==> src/rtl/pd_stream_sched.sv <==
// Round-robin scheduler sharing one serial pattern detector between two word requesters.
// Optional per-requester hit statistics are enabled with `define PD_STATS_EN.
module pd_stream_sched #(
  parameter int DATA_W = 8,
  parameter int CNT_W  = 8
) (
  input  logic              clk,
  input  logic              rst,
  input  logic              req0_valid,
  input  logic [DATA_W-1:0] req0_data,
  output logic              req0_ready,
  input  logic              req1_valid,
  input  logic [DATA_W-1:0] req1_data,
  output logic              req1_ready,
  output logic              pd_rst,
  output logic              stream_in,
  input  logic              pattern_found,
  output logic              resp_valid,
  input  logic              resp_ready,
  output logic              resp_id,
  output logic [CNT_W-1:0]  resp_hits,
  output logic [CNT_W-1:0]  match_cnt0,
  output logic [CNT_W-1:0]  match_cnt1
);
  localparam int KW = (DATA_W > 1) ? $clog2(DATA_W) : 1;

  typedef enum logic [1:0] {IDLE, SHIFT, DRAIN, RESP} state_t;

  state_t            state, state_nx;
  logic [DATA_W-1:0] shreg;
  logic [KW-1:0]     bidx;
  logic [CNT_W-1:0]  hits;
  logic              id_q;
  logic              last_gnt;
  logic              gnt0, gnt1;
  logic              hit_inc;

  always_comb begin
    gnt0     = 1'b0;
    gnt1     = 1'b0;
    state_nx = state;
    case (state)
      IDLE: begin
        // last_gnt resets to 1 so requester 0 wins the first tie
        gnt0 = !rst && req0_valid && (!req1_valid || last_gnt);
        gnt1 = !rst && req1_valid && (!req0_valid || !last_gnt);
        if (gnt0 || gnt1) state_nx = SHIFT;
      end
      SHIFT:   if (bidx == KW'(DATA_W - 1)) state_nx = DRAIN;
      DRAIN:   state_nx = RESP;
      RESP:    if (resp_ready) state_nx = IDLE;
      default: state_nx = IDLE;
    endcase
  end

  // Detector output at k=0 still reflects its reset; DRAIN picks up the final bit
  assign hit_inc = pattern_found &&
                   ((state == SHIFT && bidx != '0) || state == DRAIN);

  always_ff @(posedge clk or posedge rst) begin
    if (rst) begin
      state    <= IDLE;
      shreg    <= '0;
      bidx     <= '0;
      hits     <= '0;
      id_q     <= 1'b0;
      last_gnt <= 1'b1;
    end else begin
      state <= state_nx;
      if (gnt0 || gnt1) begin
        shreg    <= gnt1 ? req1_data : req0_data;
        id_q     <= gnt1;
        last_gnt <= gnt1;
        hits     <= '0;
        bidx     <= '0;
      end else begin
        if (state == SHIFT) begin
          shreg <= shreg << 1;
          bidx  <= bidx + KW'(1);
        end
        if (hit_inc && hits != '1) hits <= hits + CNT_W'(1);
      end
    end
  end

  assign req0_ready = gnt0;
  assign req1_ready = gnt1;
  assign stream_in  = (state == SHIFT) && shreg[DATA_W-1];
  assign pd_rst     = rst || !(state == SHIFT || state == DRAIN);
  assign resp_valid = (state == RESP);
  assign resp_id    = id_q;
  assign resp_hits  = hits;

`ifdef PD_STATS_EN
  logic [CNT_W-1:0] cnt0, cnt1;
  logic [CNT_W:0]   sum;
  logic [CNT_W-1:0] sum_sat;

  assign sum     = {1'b0, (id_q ? cnt1 : cnt0)} + {1'b0, hits};
  assign sum_sat = sum[CNT_W] ? '1 : sum[CNT_W-1:0];

  always_ff @(posedge clk or posedge rst) begin
    if (rst) begin
      cnt0 <= '0;
      cnt1 <= '0;
    end else if (resp_valid && resp_ready) begin
      if (id_q) cnt1 <= sum_sat;
      else      cnt0 <= sum_sat;
    end
  end

  assign match_cnt0 = cnt0;
  assign match_cnt1 = cnt1;
`else
  assign match_cnt0 = '0;
  assign match_cnt1 = '0;
`endif
endmodule

==> config.mk <==
export PLATFORM = sky130hd
export DESIGN_NAME = pd_stream_sched
export DESIGN_NICKNAME = d
export VERILOG_FILES = /design/src/rtl/pd_stream_sched.sv
export SDC_FILE = /design/constraint.sdc
export NUM_CORES = 1
export LEC_CHECK = 0
export ABC_AREA = 1
export CAP_MARGIN = 20
export CORE_MARGIN = 5
export CORE_UTILIZATION = 29
export DETAILED_ROUTE_END_ITERATION = 16
export MAX_ROUTING_LAYER = met4
export SLEW_MARGIN = 10
export SYNTH_ARGS = -nofsm -noshare
export SYNTH_HDL_FRONTEND = slang
export SYNTH_SLANG_ARGS = --single-unit
==> constraint.sdc <==
create_clock -name clk -period 2.25 [get_ports clk]
set_input_delay 0.5625 -clock clk [delete_from_list [all_inputs] [get_ports clk]]
set_output_delay 0.5625 -clock clk [all_outputs]
set_load 0.01 [all_outputs]
== After elaboration in Yosys (flattened, before gate mapping) ==
Cells that the tools add are included.

* Register bits: 23
* Bits of input ports: 22
* Output and inout port bits: 30
* Word-level logic and storage cells: 54

* $add $sub $neg: 2
* Equality and inequality tests: 8
* Multiplexer cells: 13
* Reductions and logical operators: 25

{| class="wikitable"
|+ Operators with widths
! operator !! count
|-
| $mux W8 || 5
|-
| $add A8 B1 Y8 const B || 1
|-
| $logic_and A1 B1 Y1 || 8
|-
| $ne A8 B8 Y1 const B || 1
|-
| $pmux W2 S4 || 1
|-
| $logic_or A1 B1 Y1 || 7
|-
| $mux W2 || 3
|-
| $mux W3 || 2
|-
| $logic_not A1 Y1 || 5
|-
| $eq A2 B2 Y1 const B || 2
|-
| $ne A2 B2 Y1 const B || 2
|-
| $reduce_bool A2 Y1 || 2
|-
| $add A3 B1 Y3 const B || 1
|-
| $eq A3 B3 Y1 const B || 1
|-
| $reduce_and A3 Y1 || 1
|-
| $reduce_bool A3 Y1 || 1
|-
| $eq A2 B1 Y1 const B || 1
|-
| $logic_not A2 Y1 || 1
|-
| $mux W1 || 2
|-
| $ne A2 B1 Y1 const B || 1
|}

== Longest topological paths before layout ==
* Depth in word-level cells: 7
* Depth in mapped cells: 9
* Depth with buffers taken out: 9

== Worst setup path before layout ==
OpenSTA, ideal clock, no wires.

* Path kind: input port to output port
* From: input rst
* To: output req1_ready
* Arrival time: 1.380 ns
* Data required time: 1.688 ns
* Path slack: 0.307 ns
* Cell stages on the path: 4
* Path buffers: 1
* Cells stage by stage: inv_2 -> nand4_4 -> buf_4 -> inv_1

* Longest elaborated chain between the ends: 4

{| class="wikitable"
|+ Ends and longest elaborated chain
! element !! line !! RTL
|-
| start, declared || 8 || <nowiki>input logic rst,</nowiki>
|-
| $logic_not A1 Y1 (no line) || -- ||
|-
| $logic_and A1 B1 Y1 (2 in series) || 46 || <nowiki>gnt1 = !rst && req1_valid && (!req0_valid || !last_gnt);</nowiki>
|-
| $mux W1 || 42 || <nowiki>case (state)</nowiki>
|-
| end, declared || 14 || <nowiki>output logic req1_ready,</nowiki>
|}

No other way between the ends.

== Worst setup path in the final report ==
* From: input req0_valid
* To: output req1_ready

* Longest elaborated chain between the ends: 4

{| class="wikitable"
|+ Ends and longest elaborated chain
! element !! line !! RTL
|-
| start, declared || 9 || <nowiki>input logic req0_valid,</nowiki>
|-
| $logic_not A1 Y1 || 46 ||
|-
| $logic_or A1 B1 Y1 || 46 ||
|-
| $logic_and A1 B1 Y1 || 46 ||
|-
| $mux W1 || 42 ||
|}

No other way between the ends.

==> metrics.md <==
| Metric | Value |
|---|---|
| Vias in the first global route | `1568` |
| Post-synthesis average cell area | `7.33 sq um` |
| Worst Path Required | `1.69 ns` |
| PortBufs | `35` |
| Status | `finished, final reports clean` |
| Clock H-tree levels | `1` |
| Max cap viols | `0` |
| Top FF cell, synth | `dfrtp_1` |
| Die width | `between 80 and 90 microns` |
| Synth Register Bits | `23` |
| Sequential element share of the synthesized area | `around a third` |
| Post-route ant nets | `0` |
| Dpl cells | `roughly 340` |
| CTS Sinks | `23` |
| Mapped Area | `0.00171 sq mm` |
| Clk pin slew, worst setup/hold paths | `~0.080 ns` |
| Cts bufs inserted | `3` |
| Wire length per cell | `11.6 microns` |
| Yosys warnings | `0` |
| Remaining Overflow, GRT | `0` |
| Worst min path class | `flop to flop` |
| Core Region | `about 0.0058 sq mm` |
| Placer Congestion | `0.833` |
| Setup CP Type | `input pin to output port` |
| CP startpoint kind | `input pin` |
| Slew Limit Fails | `0` |
| Period utilization | `between 90 and 100%` |
| Initial antenna violation count | `0` |
| Diodes inserted | `0` |
| Routed vias | `about 1600` |
| # IOs | `52` |
| Final Hold Fails | `0` |
| Crit. End Element | `output port` |
| Worst IR drop on VDD | `between 0.0003 and 0.0004 V` |
| LEAKAGE | `1.11 nW` |
| Critical Path AT | `approximately 1.6 ns` |
| Cell Count, Final, Fillers Out | `349` |
| Area grow syn2layout | `27.5%` |
| Hold-fix buffers, CTS | `0` |
| Clk_lat worst skew | `approximately 0.27 ns` |
| Count of cell types in the netlist | `29` |
| TritonRoute pass-1 iters | `4` |
| Area of the multi-input gates | `approximately 920 sq um` |
| First-pass GRT wire length | `roughly 6.9 mm` |
| Filler Cell Count | `roughly 640` |
| RSZ-0062 raised after global routing | `false` |
| EDFF count, synth | `0` |
| Minimum clock period | `roughly 2.1 ns` |
| HPWL after DPL | `3.11 mm` |
| Nets | `306` |
| GRT Resource Usage Total | `a little under an eighth` |
| Die footprint | `~0.0075 sq mm` |
| FMAX | `about 470 MHz` |
| Ys async rst share | `100%` |
| Initial Util | `between 20% and 30%` |
| Row count | `28` |
| PD cells | `slightly above 900 mW/mm^2` |
| Share of cells above drive strength 1 | `11.3%` |
| CTS Root Cell | `clkbuf_8` |
| Clock buffer depth | `2` |
| Largest net degree at the start of global routing | `24` |
| # setup viols final | `0` |
| CTS tree | `done` |
| Layout Skew | `roughly 0.006 ns` |
| Die Y | `around 87 microns` |
| Area occupied by registers | `slightly below 600 sq um` |
| Vias per inst | `between 4 and 5` |
| Wirelength, routed | `4.05 mm` |
| Hold slack | `a little under 0.5 ns` |
| Number of DRC markers in iteration 0 | `41` |
| Max FO, Critical Path | `2` |
| TNS Setup | `0 ns` |
| Number of remaining DRC errors | `0` |
| Post-synthesis cell count | `roughly 230` |
flip-flops by register name, summed over array words and instances, names as in the netlist:
signal,count
resp_id,1
resp_hits,8
state,2
bidx,3
last_gnt,1
shreg,8
timing repair:
| item | 4_1_cts | 5_1_grt |
|---|---|---|
| gates cloned | 0 | 0 |
| resized for setup | 9 | 5 |
| endpoints found under the setup margin | 3 | 3 |
| hold endpoints to repair | 0 | 0 |
| setup buffers | 1 | 1 |
cell families after synthesis:
| group | synth area share, % |
|---|---|
| simple gates | 39.4 |
| flops | 33.8 |
| xor+xnor | 0.513 |
| other cells | 0.220 |
| compound gates | 2.86 |
| fa+ha+maj | 6.59 |
| buf+inv | 16.6 |
metrics by stage:
stage,power [W],setup WS [ns],util [%],cell area (sq um)
final,0.00201,0.133,37.4,2180
after global routing,0.00221,0.0778,37.4,2180
after CTS,0.00203,0.00297,37.2,2170
after detailed placement,0.00171,-0.294,36.1,2100
after global placement,0.00169,-0.258,36.1,2100
after floorplan,0.00139,0.307,-,1760
where the power goes:
group	switching [W]	internal, W	leakage, nW	total [W]
Clock	0.000147	0.000124	0.0255	0.000271
Sequential	0.000104	0.000564	0.298	0.000668
Combinational	0.000621	0.000452	0.790	0.00107
path summary, 6_finish.rpt:
kind	startpoint	to	slack, ns	cells after the start
max	req0_valid	req1_ready	0.13	5
min reg2reg	resp_id$_DFFE_PP0N_	resp_id$_DFFE_PP0N_	0.48	2
max reg2reg	state[0]$_DFFE_PP0P_	state[0]$_DFFE_PP0P_	0.57	9
min in group asynchronous	rst	state[1]$_DFFE_PP0P_	0.49	3
min	resp_id$_DFFE_PP0N_	resp_id$_DFFE_PP0N_	0.48	2
max in group asynchronous	rst	shreg[2]$_DFFE_PP0P_	1.43	3
metal layers:
layer	global-route usage, %	part of all wire (%)	up-vias
met4	3.12	0.99	0
li1	-	-	804
met2	19.6	48	47
met1	14.2	45	713
met3	2.28	6.0	4
met5	-	0	-
critical path, cell delays in order:
cell	delay, ns
clkdlybuf4s50_1	0.49
nand2_2	0.08
nand4_4	0.08
inv_1	0.06
dlygate4sd2_1	0.28
cell usage after synthesis (2+ instances only):
cell type  instances  area (sq um)
nand2_1           62           233
nand3_1           30           150
inv_1             26          97.6
dfrtp_1           22           551
nand4_1           20           125
buf_4             18           135
nor2_1            18          67.6
ha_1               9           113
o21bai_1           3          22.5
a21oi_1            2          10.0
buf_2              2          10.0
buf_6              2          22.5
nand2_2            2          12.5
o21ai_0            2          10.0
layout make-up:
class,count,share of cell area (%)
inverter,28,4.94
multi-input combinational,173,42.4
sequential,23,26.5
clock inverter,1,0.230
timing repair buffer,46,19.7
clock buffer,3,1.90
tap,75,4.31
cells in the final DEF, fill, tap and decap left out, types with 7 or more instances in the layout:
cell,synthesis,final
inv_1,26,24
nor2_1,18,18
conb_1,1,16
nand2_1,62,62
nand4_1,20,20
nand3_1,30,30
dfrtp_1,22,22
ha_1,9,7
buf_4,18,11
clkdlybuf4s50_1,0,29
Note: power is estimated with default switching activity, not from simulation.
